### config.mk
export PLATFORM = sky130hd
export DESIGN_NAME = mmu_feeder
export DESIGN_NICKNAME = d
export VERILOG_FILES = /design/src/rtl/mmu_feeder.sv
export SDC_FILE = /design/constraint.sdc
export NUM_CORES = 1
export LEC_CHECK = 0
export CORE_UTILIZATION = 35
export CTS_CLUSTER_DIAMETER = 200
export DETAILED_ROUTE_END_ITERATION = 10
export SETUP_SLACK_MARGIN = 0.02
export SYNTH_ARGS = -nofsm -noshare
export SYNTH_HDL_FRONTEND = slang
export SYNTH_SLANG_ARGS = --single-unit
### constraint.sdc
create_clock -name clk -period 2.54 [get_ports clk]
set_clock_uncertainty 0.05 [all_clocks]
set_input_delay 0.635 -clock clk [delete_from_list [all_inputs] [get_ports clk]]
set_output_delay 0.635 -clock clk [all_outputs]
set_load 0.01 [all_outputs]
### src/rtl/mmu_feeder.sv
// Sequencer feeding the 2x2 systolic MMU: weight load, skewed activation feed, zero drain.
// Optional done interrupt latch enabled by defining MMU_FEEDER_DONE_IRQ_EN.
module mmu_feeder #(
  parameter int DATA_W       = 16,
  parameter int DRAIN_CYCLES = 3
) (
  input  logic              clk,
  input  logic              reset,
  input  logic              start,
  input  logic [DATA_W-1:0] act00,
  input  logic [DATA_W-1:0] act01,
  input  logic [DATA_W-1:0] act10,
  input  logic [DATA_W-1:0] act11,
  input  logic [DATA_W-1:0] w00,
  input  logic [DATA_W-1:0] w01,
  input  logic [DATA_W-1:0] w10,
  input  logic [DATA_W-1:0] w11,
  output logic              busy,
  output logic              done,
  output logic              load_weight,
  output logic              valid,
  output logic [DATA_W-1:0] a_in1,
  output logic [DATA_W-1:0] a_in2,
  output logic [DATA_W-1:0] weight1,
  output logic [DATA_W-1:0] weight2,
  output logic [DATA_W-1:0] weight3,
  output logic [DATA_W-1:0] weight4
`ifdef MMU_FEEDER_DONE_IRQ_EN
  ,
  input  logic              irq_clr,
  output logic              done_irq
`endif
);

  typedef enum logic [2:0] {
    IDLE   = 3'd0,
    LOAD_W = 3'd1,
    FEED   = 3'd2,
    DRAIN  = 3'd3,
    DONE   = 3'd4
  } state_t;

  localparam logic [3:0] FEED_LAST  = 4'd2;
  localparam logic [3:0] DRAIN_LAST = 4'(DRAIN_CYCLES - 1);

  state_t            state, state_nx;
  logic [3:0]        cnt, cnt_nx;
  logic              accept;

  logic [DATA_W-1:0] s_act00, s_act01, s_act10, s_act11;
  logic [DATA_W-1:0] s_w00, s_w01, s_w10, s_w11;

  logic              busy_d, done_d, load_weight_d, valid_d;
  logic [DATA_W-1:0] a_in1_d, a_in2_d;
  logic [DATA_W-1:0] weight1_d, weight2_d, weight3_d, weight4_d;

  assign accept = (state == IDLE) && start;

  always_ff @(posedge clk) begin
    if (reset) begin
      state <= IDLE;
      cnt   <= '0;
    end else begin
      state <= state_nx;
      cnt   <= cnt_nx;
    end
  end

  always_comb begin
    state_nx = state;
    cnt_nx   = cnt;
    case (state)
      IDLE: begin
        if (start) state_nx = LOAD_W;
      end
      LOAD_W: begin
        state_nx = FEED;
        cnt_nx   = '0;
      end
      FEED: begin
        if (cnt == FEED_LAST) begin
          state_nx = DRAIN;
          cnt_nx   = '0;
        end else begin
          cnt_nx = cnt + 4'd1;
        end
      end
      DRAIN: begin
        if (cnt == DRAIN_LAST) begin
          state_nx = DONE;
          cnt_nx   = '0;
        end else begin
          cnt_nx = cnt + 4'd1;
        end
      end
      DONE: begin
        state_nx = IDLE;
      end
      default: begin
        state_nx = IDLE;
        cnt_nx   = '0;
      end
    endcase
  end

  // Operands are frozen on the accepting edge so later input changes cannot leak in.
  always_ff @(posedge clk) begin
    if (reset) begin
      s_act00 <= '0;
      s_act01 <= '0;
      s_act10 <= '0;
      s_act11 <= '0;
      s_w00   <= '0;
      s_w01   <= '0;
      s_w10   <= '0;
      s_w11   <= '0;
    end else if (accept) begin
      s_act00 <= act00;
      s_act01 <= act01;
      s_act10 <= act10;
      s_act11 <= act11;
      s_w00   <= w00;
      s_w01   <= w01;
      s_w10   <= w10;
      s_w11   <= w11;
    end
  end

  // Outputs are decoded from the current state and registered, so they trail the state by a cycle.
  always_comb begin
    busy_d        = (state != IDLE);
    done_d        = (state == DONE);
    load_weight_d = (state == LOAD_W);
    valid_d       = (state == FEED) || (state == DRAIN);
    a_in1_d       = '0;
    a_in2_d       = '0;
    weight1_d     = weight1;
    weight2_d     = weight2;
    weight3_d     = weight3;
    weight4_d     = weight4;
    if (state == LOAD_W) begin
      weight1_d = s_w00;
      weight2_d = s_w01;
      weight3_d = s_w10;
      weight4_d = s_w11;
    end
    if (state == FEED) begin
      case (cnt)
        4'd0: a_in1_d = s_act00;
        4'd1: begin
          a_in1_d = s_act10;
          a_in2_d = s_act01;
        end
        4'd2: a_in2_d = s_act11;
        default: begin
          a_in1_d = '0;
          a_in2_d = '0;
        end
      endcase
    end
  end

  always_ff @(posedge clk) begin
    if (reset) begin
      busy        <= 1'b0;
      done        <= 1'b0;
      load_weight <= 1'b0;
      valid       <= 1'b0;
      a_in1       <= '0;
      a_in2       <= '0;
      weight1     <= '0;
      weight2     <= '0;
      weight3     <= '0;
      weight4     <= '0;
    end else begin
      busy        <= busy_d;
      done        <= done_d;
      load_weight <= load_weight_d;
      valid       <= valid_d;
      a_in1       <= a_in1_d;
      a_in2       <= a_in2_d;
      weight1     <= weight1_d;
      weight2     <= weight2_d;
      weight3     <= weight3_d;
      weight4     <= weight4_d;
    end
  end

`ifdef MMU_FEEDER_DONE_IRQ_EN
  // Set has priority over clear when both land on the same edge.
  always_ff @(posedge clk) begin
    if (reset) begin
      done_irq <= 1'b0;
    end else if (done) begin
      done_irq <= 1'b1;
    end else if (irq_clr) begin
      done_irq <= 1'b0;
    end
  end
`endif

endmodule

Word level (Yosys, flattened, before mapping)

Cells that the tools add are included.
Widths: inputs -> output; s select.

Register bits: 235
Output and inout bits: 100

Reduce and logical (&&, ||, !) cells: 9
Mux-type cells: 8
Add/sub/neg operators: 1
Bitwise logic cells: 1
Equality and inequality tests: 9

Operators by type and width:

| kind                | count |
|---|---|
| $pmux 16 s2         | 2 |
| $pmux 3 s4          | 1 |
| $mux 3              | 3 |
| $pmux 4 s2          | 1 |
| $eq 3x2->1 const B  | 2 |
| $ne 2x2->1 const B  | 3 |
| $reduce_or 2->1     | 3 |
| $add 4x1->4 const B | 1 |
| $eq 4x1->1 const B  | 1 |
| $eq 4x2->1 const B  | 1 |
| $logic_not 4->1     | 1 |
| $mux 4              | 1 |
| $eq 3x1->1 const B  | 1 |
| $eq 3x3->1 const B  | 1 |
| $logic_not 3->1     | 1 |
| $reduce_and 3->1    | 1 |
| $reduce_bool 3->1   | 1 |
| $logic_and 1x1->1   | 1 |
| $logic_or 1x1->1    | 1 |
| $not 1->1           | 1 |

Logic depth before layout (Yosys ltp)

Depth after elaboration: 3
Gate-level depth with buffers: 6
Gate-level depth less buffers: 3

Worst setup path before layout

Ideal clock, no wire load.

Path kind: input -> register
Start: input port reset
End: register s_act10[0]
Arrival time: 1.520 ns
Cell stages on the path: 4
Setup slack: 0.838 ns
Library setup time: 0.132 ns
Cell sequence: clkbuf_1 clkbuf_1 clkbuf_1 a21oi_1

RTL lines:

| item                 | line | text |
|---|---|---|
| from (decl)          | 8    | `input logic reset,` |
| to (signal assigned) | 120  | `s_act10 <= act10;` |
| to (decl)            | 50   | `logic [DATA_W-1:0] s_act00, s_act01, s_act10, s_act11;` |

No word-level cell between the ends.

Worst setup path after layout

Start: register weight4[1]
End: output port weight4[1]

RTL lines:

| item                   | line | text |
|---|---|---|
| from (decl)            | 27   | `output logic [DATA_W-1:0] weight4` |
| from (signal assigned) | 185  | `weight4 <= weight4_d;` |

No word-level cell between the ends.

==> metrics.cfg <==
[clock_network]
h-tree-depth = 1
cts_tree = built
hold_buffers = 0
cts-root-buf = clkbuf_16
clk_latency_ps = 520
cts_sinks = 235
post_cts_buffers = 0
clockBufferDepth = 3
clk_pin_slew_ps = 60
cts_resized = 0
cts-buffers-inserted = 26

[logic_synthesis]
ys_seq_area_frac = 0.568
synth_warnings = 0
syn_nets = 1125
synth_area_mm2 = 0.00828
yosysUniqueCellTypes = 32
ys_ff_latch = 235
avgSynthCellArea_um2 = 8.33
synthCells = 994

[hold_path]
hold_class = flop to flop

[timing]
timing.hold.ws_ps = 399
fmax_ghz = 0.470
layout_min_cycle_time_ps = 2130
worst_slew_pin_slew_ps = 891
setup_ws_ps = 410
tns_ps = 0
final_max_slew_viol_count = 0
setup_viol = 0
final_hold_viol_count = 0
grt_setup_unrepaired = no
relSlewSlack = 0.406
fin_crit_sh = 0.839

[routing]
postRouteAntennaNets = 0
wire_per_inst_um = 14.3
vias = 7147
drc = 0
drt_wl_total_mm = 21.8
drt_iter0_drc = 313
first_pass_iters = 5
avgViaCountPerCell = 4.70

[power_and_ir_drop]
leakage_nw = 4.07
powerDensity_mw_per_mm2 = 756
ir_drop_mv = 0.574

[placement]
routabilityCongestion = 0.740
portBuffers = 230
post_dp_cell_area_mm2 = 0.0107
dp_hpwl_mm = 13.6
preCtsSetupSlack_ps = 211

[global_routing]
antenna_found_initial = 1
grt_start_max_net_pins = 89
grt_pass1_wl_mm = 34.6
overflow = 0
grt_usage = 0.177
first_global_vias = 6567

[finish]
drive_gt1_frac = 0.0572
areaGrowthSynthToFinish_pct = 39.2
fillers = 2209
diodes = 0
post-route-util = 0.503
finalInstanceArea_mm2 = 0.0115
nets = 1319

[floorplanning]
start_util = 0.361
die_w_um = 156
core.rowCount = 55
design.die.area_mm2 = 0.0243
io_pins = 231
core-area_mm2 = 0.0229
fp.dieH_um = 156

[worst_setup_path]
endpoint_kind = output pin
crit_fanout = 2
critPathArrivalTime_ps = 1440
cp-start-kind = flop
critPathKind = flop to output pin
crit_chain = clkdlybuf4s50_1
critPathMaxStageDelay_ps = 610
worstPathRequired_ps = 1860
crit_family = buffers and inverters
slowest_stage = clkdlybuf4s50_1
worstPathBufferInverterCount = 1

[run]
drv_cap = 0

[outcome]
status = completed

[where the power goes]
group / total, mW / switching [mW] / internal, mW
Clock: 3.75 / 1.48 / 2.28
Combinational: 0.971 / 0.533 / 0.438
Sequential: 3.99 / 0.110 / 3.88
Total: 8.72 / 2.12 / 6.60
[metrics by stage]
step                power (mW)  std cells
floorplan                 4.65        994
global placement          5.04       1473
detailed placement        5.05       1473
CTS                       8.82       1520
global route              9.11       1520
finish                    8.72       1520
[final cells by class]
class,count,area (µm²),area share
Multi-Input combinational cell,678,3090,0.268
Inverter,2,7.51,0.000651
Clock inverter,12,113,0.00976
Tap cell,313,392,0.0340
Timing Repair Buffer,245,2470,0.214
Clock buffer,35,756,0.0655
Sequential cell,235,4700,0.408
[flip-flops by register name (all words and copies together) (netlist names), 3 cells and up]
register,count
a_in1,16
a_in2,16
s_act00,16
s_act01,16
s_act10,16
s_act11,16
s_w00,16
s_w01,16
s_w10,16
s_w11,16
weight1,16
weight2,16
weight3,16
weight4,16
cnt,4
state,3
[cells in the final DEF (no fill, tap or decap), drive strengths merged, types with 2 or more instances in the layout]
master / instances
clkbuf: 35
a22oi: 32
inv: 2
clkinv: 9
nor3: 2
nor2: 36
nor4bb: 2
and3: 3
nand2: 387
nand2b: 2
dfxtp: 235
or3b: 2
clkdlybuf4s50: 229
nor4: 2
a21oi: 196
nor4b: 3
buf: 16
bufinv: 2
nor3b: 2
[routing by layer]
layer  vias to the layer above  part of all wire  GRT usage
met4                         2             0.016     0.0406
met3                        37             0.075     0.0456
met5                         -           0.00055          0
met1                      3274              0.46      0.239
li1                       3623                 -          -
met2                       211              0.45      0.282
[cells by family (layout without fill, tap and decap cells)]
family	count (synthesis)	in the layout	synth area share
simple gates	444	444	0.217
buf+inv	81	294	0.0612
compound gates	233	233	0.153
flops	235	235	0.568
xor+xnor	1	1	0.00106
[worst paths after layout]
check	from	end	slack (ps)	depth (start not counted)
worst max register to register	state[1]	a_in2[11]	670	3
worst max-delay path	weight4[1]	weight4[1]	410	1
worst min register to register	s_w11[0]	weight4[0]	400	2
worst min-delay path	s_w11[0]	weight4[0]	400	2
[cells in the mapped netlist]
library cell	n	area share
dfxtp_1	235	0.57
and3_1	3	0.0023
nor4b_4	1	0.0029
inv_1	2	0.00091
o22a_1	1	0.0011
nand2_1	387	0.18
or3b_2	1	0.0011
nor4_1	1	0.00076
nor4b_2	2	0.0036
nor2_1	36	0.016
or3_1	1	0.00076
nand2b_4	1	0.0017
nor4_4	1	0.0026
a2111oi_2	1	0.0018
nor3b_1	2	0.0018
o31ai_1	1	0.00091
a22o_1	1	0.0011
nand2b_1	1	0.00076
nor3_1	2	0.0012
buf_8	11	0.020
o21ai_0	1	0.00060
or3b_1	1	0.0011
a22oi_1	32	0.029
a21oi_1	196	0.12
and2_1	1	0.00076
nor4bb_1	2	0.0024
buf_2	38	0.023
or4b_4	1	0.0017
clkbuf_1	25	0.011
clkbuf_2	1	0.00060
buf_6	4	0.0054
xnor2_1	1	0.0011
Note: power is estimated with default switching activity, not from simulation.
